**src/rtl/pipe_stage_reg.sv**
```systemverilog
// ----------------------------------------------------------------------------
// pipe_stage_reg
//
// Fetch-to-decode pipeline register carrying a {pc, instruction} pair with
// valid/ready handshaking on both sides. With SKID=1 it is a two-entry skid
// buffer whose in_ready is a flop, so the upstream ready path is cut from
// out_ready. With SKID=0 it is a single register whose in_ready passes
// out_ready through combinationally.
//
// Ports
//   clk        in   rising-edge clock
//   rst_n      in   asynchronous active-low reset
//   flush      in   synchronous discard of every held entry (wins over transfers)
//   in_valid   in   upstream entry valid
//   in_ready   out  block can accept an entry this cycle
//   in_pc      in   upstream program counter        [PC_W]
//   in_data    in   upstream instruction            [DATA_W]
//   out_valid  out  head entry valid to decode
//   out_ready  in   decode accepts the head entry
//   out_pc     out  head program counter, 0 when idle
//   out_data   out  head instruction, NOP_VAL when idle
//   occupancy  out  number of held entries (0..2)
//
// State table
//   state    | meaning
//   ---------+--------------------------------------------------------------
//   ST_EMPTY | nothing held; outputs show a bubble
//   ST_ONE   | head entry held and presented to decode
//   ST_TWO   | head plus skid entry held; upstream back-pressured (SKID=1 only)
// ----------------------------------------------------------------------------
module pipe_stage_reg #(
    parameter int unsigned       PC_W    = 16,
    parameter int unsigned       DATA_W  = 16,
    parameter logic [DATA_W-1:0] NOP_VAL = '0,
    parameter bit                SKID    = 1'b1
) (
    input  logic              clk,
    input  logic              rst_n,
    input  logic              flush,
    input  logic              in_valid,
    output logic              in_ready,
    input  logic [PC_W-1:0]   in_pc,
    input  logic [DATA_W-1:0] in_data,
    output logic              out_valid,
    input  logic              out_ready,
    output logic [PC_W-1:0]   out_pc,
    output logic [DATA_W-1:0] out_data,
    output logic [1:0]        occupancy
);

    typedef enum logic [1:0] {
        ST_EMPTY = 2'd0,
        ST_ONE   = 2'd1,
        ST_TWO   = 2'd2
    } state_t;

    state_t              state_q,     state_d;
    logic                in_ready_q,  in_ready_d;
    logic [PC_W-1:0]     head_pc_q,   head_pc_d;
    logic [DATA_W-1:0]   head_data_q, head_data_d;
    logic [PC_W-1:0]     skid_pc_q,   skid_pc_d;
    logic [DATA_W-1:0]   skid_data_q, skid_data_d;

    logic in_fire;
    logic out_fire;

    assign in_fire  = in_valid  & in_ready;
    assign out_fire = out_valid & out_ready;

    // ------------------------------------------------------------------------
    // State and payload registers
    // ------------------------------------------------------------------------
    always_ff @(posedge clk or negedge rst_n) begin
        if (!rst_n) begin
            state_q     <= ST_EMPTY;
            in_ready_q  <= 1'b0;
            head_pc_q   <= '0;
            head_data_q <= NOP_VAL;
            skid_pc_q   <= '0;
            skid_data_q <= NOP_VAL;
        end else begin
            state_q     <= state_d;
            in_ready_q  <= in_ready_d;
            head_pc_q   <= head_pc_d;
            head_data_q <= head_data_d;
            skid_pc_q   <= skid_pc_d;
            skid_data_q <= skid_data_d;
        end
    end

    // ------------------------------------------------------------------------
    // Next-state and payload capture
    // ------------------------------------------------------------------------
    always_comb begin
        state_d     = state_q;
        head_pc_d   = head_pc_q;
        head_data_d = head_data_q;
        skid_pc_d   = skid_pc_q;
        skid_data_d = skid_data_q;

        if (flush) begin
            // Payload registers are left alone; out_valid=0 masks them.
            state_d = ST_EMPTY;
        end else begin
            unique case (state_q)
                ST_EMPTY: begin
                    if (in_fire) begin
                        state_d     = ST_ONE;
                        head_pc_d   = in_pc;
                        head_data_d = in_data;
                    end
                end
                ST_ONE: begin
                    unique case ({in_fire, out_fire})
                        2'b10: begin
                            // Only reachable with SKID=1: in SKID=0 a held
                            // head blocks in_ready unless out_ready is high.
                            if (SKID) begin
                                state_d     = ST_TWO;
                                skid_pc_d   = in_pc;
                                skid_data_d = in_data;
                            end
                        end
                        2'b01: begin
                            state_d = ST_EMPTY;
                        end
                        2'b11: begin
                            head_pc_d   = in_pc;
                            head_data_d = in_data;
                        end
                        default: begin
                        end
                    endcase
                end
                ST_TWO: begin
                    // in_ready is low here, so only the head can move.
                    if (out_fire) begin
                        state_d     = ST_ONE;
                        head_pc_d   = skid_pc_q;
                        head_data_d = skid_data_q;
                    end
                end
                default: begin
                    state_d = ST_EMPTY;
                end
            endcase
        end

        // Registered ready: low exactly when the next state is full. Also
        // serves as the "out of reset" qualifier for the SKID=0 path.
        in_ready_d = (state_d != ST_TWO);
    end

    // ------------------------------------------------------------------------
    // Outputs
    // ------------------------------------------------------------------------
    always_comb begin
        out_valid = (state_q != ST_EMPTY);
        out_pc    = '0;
        out_data  = NOP_VAL;
        if (out_valid) begin
            out_pc   = head_pc_q;
            out_data = head_data_q;
        end

        if (SKID) begin
            in_ready = in_ready_q;
        end else begin
            in_ready = in_ready_q & (~out_valid | out_ready);
        end

        occupancy = state_q;
    end

endmodule
```
**config.mk**
```make
export PLATFORM = sky130hd
export DESIGN_NAME = pipe_stage_reg
export DESIGN_NICKNAME = d
export VERILOG_FILES = /design/src/rtl/pipe_stage_reg.sv
export SDC_FILE = /design/constraint.sdc
export NUM_CORES = 1
export LEC_CHECK = 0
export ABC_CLOCK_PERIOD_IN_PS = 2900
export BUFFER_PORTS_ARGS = -buffer_cell sky130_fd_sc_hd__buf_2
export CORE_MARGIN = 10
export CORE_UTILIZATION = 57
export CTS_BUF_LIST = sky130_fd_sc_hd__clkbuf_4 sky130_fd_sc_hd__clkbuf_8
export DETAILED_ROUTE_END_ITERATION = 10
export PLACE_DENSITY = 0.83
export SYNTH_ARGS = -nofsm -noshare
export SYNTH_HDL_FRONTEND = slang
export SYNTH_SLANG_ARGS = --single-unit
```
**constraint.sdc**
```tcl
create_clock -name clk -period 2.9 [get_ports clk]
set_input_delay 0.435 -clock clk [delete_from_list [all_inputs] [get_ports clk]]
set_output_delay 0.435 -clock clk [all_outputs]
set_load 0.005 [all_outputs]
```
==> flow_summary.rst <==
.. list-table::
   :header-rows: 1

   * - Metric
     - Value
   * - Max-slew headroom
     - 51.49%
   * - Category of cells accounting for the largest share of critical-path delay
     - simple AND/OR/NAND/NOR gates
   * - R2R Path Start
     - occupancy[1]
   * - Peak supply drop
     - 397.3 uV
   * - Top-level port count
     - 73
   * - Global placement routability congestion
     - 0.7872
   * - CTS clock-pin slew for the worst setup and hold paths
     - 80 ps
   * - Residual antenna-violating net count after detailed routing
     - 0
   * - Sequential-to-total area share from yosys stat
     - 48.10%
   * - Path type of the worst setup path
     - reg -> reg
   * - Via count
     - 2051
   * - Final setup slack of the worst path
     - 589.9 ps
   * - Share of the synthesized area in the top cell type
     - 48.10%
   * - Critical path data required time
     - 3130 ps
   * - Worst-path maximum fanout
     - 19
   * - Area of the die
     - 0.009643 mm2
   * - Drt initial violations
     - 136
   * - GR Overflow Total
     - 0
   * - Pre-Repair DR Iteration Count
     - 6
   * - Post-layout min period
     - 2310 ps
   * - Buffer depth of the longest clock path
     - 2
   * - Clock Tree Root
     - clkbuf_8
   * - R2R cell count
     - 6
   * - Number of warning messages in the yosys log
     - 0
   * - Top_reg_cell synth
     - dfrtp_1
   * - Resized cells post-CTS
     - 0
   * - Crit end category
     - flip-flop
   * - Most common cell in the synthesized netlist
     - dfrtp_1
   * - Final number of max-transition violations
     - 0
   * - Fraction of final layout cells with drive strength greater than 1
     - 63.55%
   * - Final Hold Fails
     - 0
   * - Netlist area before placement
     - 0.003486 mm2
   * - Placement Cell Area
     - 0.003884 mm2
   * - Wl on met1
     - 2826 um
   * - Buffers & Inverters on Critical Path
     - 1
   * - Die Span Y
     - 98.20 um
   * - Number of post-CTS setup repair buffers
     - 0
   * - Clock latency on the worst-skew pair
     - 350 ps
   * - Net count after synthesis
     - 269
   * - Clock tree from TritonCTS
     - yes
   * - RSZ-0062 raised after global routing
     - no
   * - Synthesized area per cell
     - 15.16 um2
   * - First-pass GRT wire length
     - 11670 um
   * - Area of the core
     - 0.005921 mm2
   * - Top sig layer
     - met4
   * - Die width
     - 98.20 um
   * - CTS sink count
     - 67
   * - Cell count after synthesis
     - 230
   * - Share of the cycle needed by the critical path after routing
     - 79.66%
   * - Initial cell density of the core
     - 58.88%
   * - Number of storage elements in the synthesis netlist
     - 67
   * - Startpoint type of the worst setup path
     - flip-flop
   * - Via/cell ratio
     - 5.327
   * - Number of global-route vias before repair
     - 2300
   * - Max stage delay on crit path
     - 520 ps
   * - Worst setup slack before clock tree synthesis
     - 591.0 ps
   * - Cell types occupying the most area after synthesis
     - dfrtp_1, mux2_4, mux2_2
   * - Routed length on met3
     - 344 um
   * - Final non-filler cell area
     - 0.004063 mm2
   * - Final sum of negative setup slack
     - 0 ps
   * - Final routed wire length divided by cell count
     - 17.96 um
   * - Setup-failing EPs final
     - 0
   * - Highest achievable clock rate
     - 432.9 MHz
   * - Critical-path top delay cell
     - and4bb_2
   * - Cell type with the largest total area after synthesis
     - dfrtp_1
   * - Antenna violations before repair
     - 0
   * - Count of unique library cells instantiated by Yosys
     - 22
   * - Length of routed met2 wiring
     - 3636 um
   * - Critical Path, Cell by Cell
     - or2_2 > nand2_1 > ha_1 > and4bb_2 > buf_12 > mux2_2
   * - Arrival time at the worst endpoint
     - 2540 ps
   * - Result of the run
     - finished clean
   * - Inserted Clock Buffers
     - 9
   * - Final #Nets
     - 344
   * - Hold-fix buffer count after cts
     - 0
   * - Placement row count
     - 28
   * - Buffers on Ports
     - 72
   * - Synth cell count leaders
     - dfrtp_1, mux2_4, mux2_2, and2_1, buf_8
   * - Total of max-cap violations
     - 0
   * - Total DRC errors in the routed layout
     - 0
   * - Area Growth Syn to Fin
     - 16.55%
   * - Leakage Power
     - 2.051 nW
   * - Wire length reported by the detailed router
     - 6915 um
   * - Overall track demand over capacity in global routing
     - 14.87%
   * - Post-synth EDFFs
     - 0
   * - Worst-Margin Slew
     - 727.6 ps
   * - Clk_skew
     - 10.26 ps
   * - Worst r2r dst
     - skid_pc_q[13]
   * - Total number of H-tree levels
     - 3
   * - Number of antenna cells inserted
     - 0
   * - Maximum number of pins on one net before global-route repair
     - 34
   * - Proportion of synthesized flip-flops having asynchronous set or reset
     - 100.0%
   * - R2r setup slk
     - 590 ps
   * - Type of the most critical hold path
     - in -> async
   * - Power per cell area
     - 668.5 mW/mm2
worst max path at each step:
stage | startpoint | to | slack [ps] | depth (start not counted)
finish | occupancy[1] | skid_pc_q[13] | 590 | 6
global route | occupancy[1] | skid_data_q[4] | 470 | 6
CTS | occupancy[1] | skid_data_q[7] | 580 | 6
detailed placement | occupancy[1] | skid_data_q[7] | 590 | 6
global placement | occupancy[1] | skid_data_q[3] | 680 | 6
floorplan | occupancy[1] | head_data_q[10] | 460 | 10
registers in the layout (all words and copies together) (netlist names):
name	count
skid_data_q	16
occupancy	2
head_data_q	16
head_pc_q	16
in_ready	1
skid_pc_q	16
area by class of cell:
type / instances / area, um2
flip-flops and latches: 67 / 1677
inverters: 2 / 7.507
repair buffers: 79 / 437.9
clock buffers: 10 / 137.6
fillers: 423 / 1858
well taps: 75 / 93.84
clock inverters: 6 / 41.29
multi-input cells: 146 / 1668
power breakdown:
part	switching (mW)	internal [mW]	total [mW]
clock	0.367	0.331	0.698
sequential	0.150	1.22	1.37
combinational	0.213	0.435	0.648
total	0.731	1.99	2.72
cells by family after synthesis:
kind of cell	after synthesis	synth area share (%)
flip-flops	67	48.10
buffers and inverters	17	4.128
AO/OA/AOI/OAI	6	1.903
multiplexers	96	37.26
adder cells (fa/ha/maj)	2	0.7178
AND/OR/NAND/NOR	42	7.897
routing by layer:
metal / GRT usage [%] / up-vias
met3: 4.510 / 11
met2: 24.97 / 47
li1: - / 953
met1: 17.08 / 1040
met5: 0 / -
met4: 6.615 / 0
through the flow:
| stage | hold slack (ps) | power, mW | util (%) | cells |
|---|---|---|---|---|
| after global routing | 173.0 | 2.869 | 68.62 | 385 |
| final | 139.0 | 2.716 | 68.62 | 385 |
| after detailed placement | 486.0 | 2.049 | 65.60 | 369 |
| after floorplan | 139.4 | 1.833 | - | 230 |
| after CTS | 143.0 | 2.749 | 68.62 | 385 |
| after global placement | 484.5 | 2.000 | 65.60 | 369 |
placed cells by master, fill, tap and decap left out, drive strengths merged:
| cell type | Yosys | routed |
|---|---|---|
| a21o | 1 | 1 |
| a21oi | 2 | 2 |
| a221oi | 1 | 1 |
| and2 | 33 | 33 |
| and4bb | 1 | 1 |
| buf | 11 | 79 |
| clkbuf | 4 | 10 |
| clkinv | 0 | 3 |
| clkinvlp | 0 | 3 |
| dfrtp | 67 | 67 |
| ha | 2 | 2 |
| inv | 2 | 2 |
| mux2 | 96 | 96 |
| nand2 | 2 | 2 |
| nand2b | 2 | 2 |
| nand3b | 3 | 3 |
| o32a | 1 | 1 |
| o32ai | 1 | 1 |
| or2 | 1 | 1 |
Note: power is estimated with default switching activity, not from simulation.
